==> src/rtl/count_display_driver_if.sv <==
// rtl/count_display_driver_if.sv - value/BCD/display bundle between counter, driver and board pins
// Purpose: groups the binary input, the converted BCD result and the display pins.
// Signals:
//   value [N-1:0]  binary value to display (from the counter)
//   bcd   [11:0]   last converted {hundreds, tens, ones}
//   valid          one-cycle pulse when bcd/ovf update
//   ovf            last converted value > 999
//   seg   [6:0]    {g,f,e,d,c,b,a}, active-low
//   an    [2:0]    digit enables, active-low; bit0 ones, bit1 tens, bit2 hundreds
// Modports: master = value source / display consumer, slave = the driver.
interface count_display_driver_if #(
  parameter int N = 16
);
  logic [N-1:0] value;
  logic [11:0]  bcd;
  logic         valid;
  logic         ovf;
  logic [6:0]   seg;
  logic [2:0]   an;

  modport master (output value, input bcd, valid, ovf, seg, an);
  modport slave  (input value, output bcd, valid, ovf, seg, an);
endinterface

==> src/rtl/count_display_driver.sv <==
// rtl/count_display_driver.sv - binary to BCD converter with 3-digit multiplexed 7-segment driver
// Purpose: free-running double-dabble conversion of bus.value (one result every N+2
//   cycles) and a time-multiplexed common-anode display of the registered result.
// Ports:
//   clk  system clock, all logic on posedge
//   rst  synchronous reset, active-high
//   bus  count_display_driver_if.slave: value in; bcd, valid, ovf, seg, an out
module count_display_driver #(
  parameter int N          = 16,
  parameter int SCAN_DIV   = 50000,
  parameter int BLANK_LEAD = 1
) (
  input logic                   clk,
  input logic                   rst,
  count_display_driver_if.slave bus
);

  localparam int CW = $clog2(N + 1);
  localparam int SW = (SCAN_DIV > 1) ? $clog2(SCAN_DIV) : 1;

  localparam logic [6:0] SEG_DASH  = 7'b0111111;
  localparam logic [6:0] SEG_BLANK = 7'b1111111;

  typedef enum logic [1:0] {LOAD, SHIFT, DONE} state_t;

  state_t         state;
  logic [N-1:0]   sreg;
  logic [19:0]    acc;
  logic [19:0]    acc_adj;
  logic [CW-1:0]  cnt;

  logic [SW-1:0]  scan_cnt;
  logic [1:0]     idx;
  logic [1:0]     idx_nxt;
  logic [3:0]     nib;
  logic           blank;
  logic [6:0]     seg_nxt;
  logic [2:0]     an_nxt;

  function automatic logic [6:0] seg_code(input logic [3:0] d);
    case (d)
      4'd0:    seg_code = 7'b1000000;
      4'd1:    seg_code = 7'b1111001;
      4'd2:    seg_code = 7'b0100100;
      4'd3:    seg_code = 7'b0110000;
      4'd4:    seg_code = 7'b0011001;
      4'd5:    seg_code = 7'b0010010;
      4'd6:    seg_code = 7'b0000010;
      4'd7:    seg_code = 7'b1111000;
      4'd8:    seg_code = 7'b0000000;
      4'd9:    seg_code = 7'b0010000;
      default: seg_code = SEG_BLANK;
    endcase
  endfunction

  // Pre-shift correction: any nibble >= 5 would exceed 9 after doubling, so add 3.
  always_comb begin
    acc_adj = acc;
    for (int i = 0; i < 5; i++) begin
      if (acc[4*i +: 4] >= 4'd5) acc_adj[4*i +: 4] = acc[4*i +: 4] + 4'd3;
    end
  end

  always_ff @(posedge clk) begin
    if (rst) begin
      state     <= LOAD;
      sreg      <= '0;
      acc       <= '0;
      cnt       <= '0;
      bus.bcd   <= '0;
      bus.valid <= 1'b0;
      bus.ovf   <= 1'b0;
    end else begin
      bus.valid <= 1'b0;
      case (state)
        LOAD: begin
          sreg  <= bus.value;
          acc   <= '0;
          cnt   <= CW'(N);
          state <= SHIFT;
        end
        SHIFT: begin
          {acc, sreg} <= {acc_adj, sreg} << 1;
          cnt         <= cnt - CW'(1);
          if (cnt == CW'(1)) state <= DONE;
        end
        DONE: begin
          bus.bcd   <= acc[11:0];
          bus.ovf   <= |acc[19:12];
          bus.valid <= 1'b1;
          state     <= LOAD;
        end
        default: state <= LOAD;
      endcase
    end
  end

  // Decode the digit that becomes active at the next wrap, so an and seg change together.
  always_comb begin
    idx_nxt = (idx == 2'd2) ? 2'd0 : idx + 2'd1;
    nib     = bus.bcd[3:0];
    blank   = 1'b0;
    case (idx_nxt)
      2'd1: begin
        nib   = bus.bcd[7:4];
        blank = (BLANK_LEAD != 0) && (bus.bcd[11:4] == 8'd0);
      end
      2'd2: begin
        nib   = bus.bcd[11:8];
        blank = (BLANK_LEAD != 0) && (bus.bcd[11:8] == 4'd0);
      end
      default: ;
    endcase
    seg_nxt = bus.ovf ? SEG_DASH : (blank ? SEG_BLANK : seg_code(nib));
    an_nxt  = ~(3'b001 << idx_nxt);
  end

  always_ff @(posedge clk) begin
    if (rst) begin
      scan_cnt <= '0;
      idx      <= 2'd2;
      bus.an   <= 3'b111;
      bus.seg  <= SEG_BLANK;
    end else if (scan_cnt == SW'(SCAN_DIV - 1)) begin
      scan_cnt <= '0;
      idx      <= idx_nxt;
      bus.an   <= an_nxt;
      bus.seg  <= seg_nxt;
    end else begin
      scan_cnt <= scan_cnt + SW'(1);
    end
  end

endmodule

==> src/flat_wrapper.sv <==
// flat-port wrapper written by rule: the top's interface ports become plain ports
module count_display_driver_flat 
#(
  parameter int N          = 16,
  parameter int SCAN_DIV   = 50000,
  parameter int BLANK_LEAD = 1
)
  (clk, rst, bus_value, bus_bcd, bus_valid, bus_ovf, bus_seg, bus_an);
  count_display_driver_if #(.N(N)) bus_i ();
  input logic clk;
  input logic rst;
  input wire logic [$bits(bus_i.value)-1:0] bus_value;
  output wire logic [$bits(bus_i.bcd)-1:0] bus_bcd;
  output wire logic [$bits(bus_i.valid)-1:0] bus_valid;
  output wire logic [$bits(bus_i.ovf)-1:0] bus_ovf;
  output wire logic [$bits(bus_i.seg)-1:0] bus_seg;
  output wire logic [$bits(bus_i.an)-1:0] bus_an;
  assign bus_i.value = bus_value;
  assign bus_bcd = bus_i.bcd;
  assign bus_valid = bus_i.valid;
  assign bus_ovf = bus_i.ovf;
  assign bus_seg = bus_i.seg;
  assign bus_an = bus_i.an;
  count_display_driver #(.N(N), .SCAN_DIV(SCAN_DIV), .BLANK_LEAD(BLANK_LEAD)) u_core (.clk(clk), .rst(rst), .bus(bus_i));
endmodule
==> config.mk <==
export PLATFORM = sky130hd
export DESIGN_NAME = count_display_driver_flat
export DESIGN_NICKNAME = d
export VERILOG_FILES = /design/src/rtl/count_display_driver_if.sv /design/src/rtl/count_display_driver.sv /design/src/flat_wrapper.sv
export SDC_FILE = /design/constraint.sdc
export NUM_CORES = 1
export LEC_CHECK = 0
export ABC_AREA = 0
export CORE_MARGIN = 2
export CORE_UTILIZATION = 30
export CTS_CLUSTER_DIAMETER = 60
export CTS_CLUSTER_SIZE = 20
export DETAILED_ROUTE_END_ITERATION = 7
export GPL_TIMING_DRIVEN = 0
export HOLD_SLACK_MARGIN = 0.15
export SLEW_MARGIN = 5
export SYNTH_ARGS = -nofsm -noshare
export SYNTH_HDL_FRONTEND = slang
export SYNTH_SLANG_ARGS = --single-unit
==> constraint.sdc <==
create_clock -name clk -period 2.43 [get_ports clk]
set_clock_uncertainty 0.2 [all_clocks]
set_input_delay 0.486 -clock clk [delete_from_list [all_inputs] [get_ports clk]]
set_output_delay 0.486 -clock clk [all_outputs]
set_load 0.1 [all_outputs]
==> summary.md <==
| Metric | Value |
|---|---|
| CP Launch Type | `flip-flop` |
| Rows | `42` |
| CTS HTree Levels | `3` |
| CP max FO | `5` |
| Seq pwr share | `approximately half` |
| Clock tree buffer depth | `2` |
| Slowest-stage cell, CP | `clkdlybuf4s15_1` |
| ANT cells | `0` |
| Placed inst area | `4705 um^2` |
| Register area share after synthesis | `41.77%` |
| Vias | `3417` |
| Die Wd | `around 120 um` |
| MaxCap Viol Count | `0` |
| Synth-to-Final Area Change | `21.78%` |
| Crit-path cells | `clkdlybuf4s15_1` |
| Postcts setup bufs | `0` |
| Hold Slack | `235.1 ps` |
| CTS tree | `yes` |
| Crit Reg-Reg Endpoint | `u_core.bus.seg[6]` |
| Post-synth EDFFs | `0` |
| Worst path bufs/invs | `1` |
| Ports | `42` |
| DP Cell Count | `700` |
| Cell count of the worst reg-to-reg path | `9` |
| Reg2Reg Launch Point | `u_core.idx[0]` |
| Clk pwr share | `approximately 45%` |
| Clk slew on worst S/H paths | `roughly 60 ps` |
| Final WL | `9371 um` |
| Fin cells | `716` |
| Syn Std Cell Area | `between 4000 and 5000 um^2` |
| Yosys reg bits | `85` |
| Die area | `14530 um^2` |
| Worst EP arrival | `1690 ps` |
| Hold Crit Depth | `1` |
| Routed vias/inst | `4.772` |
| Initial Util | `30.76%` |
| Max incr delay on CP | `880 ps` |
| Initial antenna violation count | `0` |
| Comb power frac | `7.1%` |
| DRT Pass-1 Iters | `4` |
| Syn Nets | `519` |
| Delay-heaviest family, CP | `buffers and inverters` |
| R2R Setup Slk | `230 ps` |
| Cell Int Power | `roughly 2.3 mW` |
| Total gr overflow | `0` |
| Fin crit share | `97.74%` |
| Post-route cell area | `4961 um^2` |
| CP endpoint kind | `output pin` |
| CTS sink cnt | `85` |
| Initial DRC count | `just under 200` |
| Share of layout cells above drive strength 1 | `5.741%` |
| Setup tns final | `0 ps` |
| Worst Hold Launch | `u_core.scan_cnt[0]` |
| Min Tclk post-route | `2375 ps` |
| NetSw | `0.6877 mW` |
| Chip height | `120.5 um` |
| Nets | `roughly 570` |
| CTS Buf Count | `9` |
| Slew headroom | `35.71%` |
| Final setup vio count | `0` |
| Final Hold Viols | `0` |
| Syn Inst Count | `483` |
| Area of the core | `13240 um^2` |
| Detail Route Antenna Nets | `0` |
| Status | `finished clean` |
| Vias in the first global route | `3333` |
| Clock root cell | `clkbuf_16` |
| Leak | `1.887 nW` |
| Avg Synthesized Cell Area | `about 8.4 um^2` |
| HP Class | `reg -> reg` |
| F_max | `~420 MHz` |
| Remaining DRCs | `0` |
| PD cells | `605.5 nW/um^2` |
| WS Path Type | `reg -> out` |
| Slew @ Worst Pin | `968.2 ps` |
| Global-route wire length before repair | `15810 um` |
| End of the worst hold path | `u_core.scan_cnt[0]` |
| Maximum number of pins on one net before global-route repair | `14` |
| Max Slew Vio Count | `0` |
| Distinct cell type count after synthesis | `44` |
| VDD IR max | `297.4 uV` |
| YS warnings | `0` |
| Buffers on Ports | `around 40` |
| RSZ-0062 raised after global routing | `false` |
| Clk_lat worst skew | `340 ps` |
| Dominant synthesized flop cell | `dfxtp_1` |
| GRT Util Overall | `13.40%` |
| Sw Ratio | `between 20% and 30%` |
| Global placer's final weighted congestion | `0.8593` |
| Worst path required time | `1740 ps` |
| DP HPWL | `6801 um` |
| Ys async rst share | `0%` |
| Wirelength per Cell | `13.09 um` |
## layer usage
metal | routed length (um) | vias to the layer above | track usage, %
met5 | 0 | - | 0
met1 | 4587 | 1589 | 16.61
met4 | 99 | 0 | 3.343
met2 | 4277 | 65 | 23.20
li1 | - | 1755 | -
met3 | 406 | 8 | 3.396
## layout make-up
| type | instances | area [um^2] |
|---|---|---|
| buffer | 25 | 112.6 |
| inverter | 17 | 63.81 |
| fill | 1394 | 8282 |
| tap | 176 | 220.2 |
| clock buffer | 12 | 236.5 |
| timing repair buffer | 41 | 381.6 |
| multi-input combinational | 356 | 2196 |
| sequential | 85 | 1702 |
| clock inverter | 4 | 48.80 |
## stage by stage
step	setup slack (ps)	power (mW)	util [%]
4_1_cts	11.60	3.041	37.45
3_3_place_gp	14.49	1.690	35.53
2_1_floorplan	21.60	1.621	-
3_5_place_dp	-15.01	1.697	35.53
5_1_grt	2.146	3.128	37.46
6_report	54.96	3.004	37.46
## power by group through the flow
stage	registers (mW)	logic, mW	clock network (mW)
finish	1.45	0.213	1.34
global route	1.46	0.239	1.43
CTS	1.45	0.215	1.37
detailed placement	1.48	0.215	0
global placement	1.48	0.210	0
floorplan	1.48	0.142	0
## cell usage after synthesis, types with 7 or more instances
library cell	number	area [um^2]
a21oi_1	60	300.3
a22oi_1	9	67.56
clkbuf_1	17	63.81
dfxtp_1	85	1702
ha_1	18	225.2
inv_1	17	63.81
mux2i_1	18	180.2
nand2_1	39	146.4
nand2b_1	9	56.30
nand3_1	11	55.05
nor2_1	84	315.3
nor3_1	7	35.03
o21ai_0	20	100.1
xnor2_1	14	122.6
## registers in the layout, summed over array words and instances, names as in the netlist
| register | count |
|---|---|
| u_core.acc | 20 |
| u_core.bus.an | 3 |
| u_core.bus.bcd | 12 |
| u_core.bus.ovf | 1 |
| u_core.bus.seg | 7 |
| u_core.bus.valid | 1 |
| u_core.cnt | 5 |
| u_core.idx | 2 |
| u_core.scan_cnt | 16 |
| u_core.sreg | 16 |
| u_core.state | 2 |
## layout by cell type, fill, tap and decap left out, drive strengths merged, types with 4 or more instances in the layout
| cell type | n |
|---|---|
| dfxtp | 85 |
| nor2 | 84 |
| a21oi | 60 |
| nand2 | 39 |
| clkbuf | 29 |
| dlygate4sd2 | 23 |
| mux2i | 21 |
| o21ai | 20 |
| ha | 18 |
| inv | 17 |
| clkdlybuf4s50 | 17 |
| xnor2 | 14 |
| nand3 | 11 |
| nand2b | 9 |
| a22oi | 9 |
| buf | 8 |
| nor3 | 7 |
| nor2b | 5 |
| or3 | 5 |
| and3 | 5 |
| nand4 | 5 |
| and2 | 5 |
| xor2 | 5 |
| nor3b | 5 |
| nor4 | 4 |
## repair_timing
action | CTS | global route
setup endpoints to repair | 24 | 1
hold buffers | 0 | 0
gates resized for setup | 24 | 1
pin swaps | 0 | 0
## worst max path at each step
| stage | depth (start not counted) | startpoint | end |
|---|---|---|---|
| 4_1_cts | 1 | u_core.bus.ovf | bus_ovf |
| 6_report | 1 | u_core.bus.ovf | bus_ovf |
| 5_1_grt | 1 | u_core.bus.ovf | bus_ovf |
| 3_3_place_gp | 4 | rst | u_core.bus.valid |
| 3_5_place_dp | 4 | rst | u_core.sreg[7] |
| 2_1_floorplan | 6 | u_core.bus.bcd[5] | u_core.bus.seg[1] |
## logic make-up after synthesis
| group | synth area share [%] |
|---|---|
| and+or+nand+nor | 22.70 |
| AOI/OAI and AO/OA | 14.50 |
| DFF | 41.77 |
| buffers and inverters | 4.330 |
| muxes | 7.094 |
| xor gates and xnor gates | 4.085 |
| adders and majority gates | 5.528 |
Note: power is estimated with default switching activity, not from simulation.
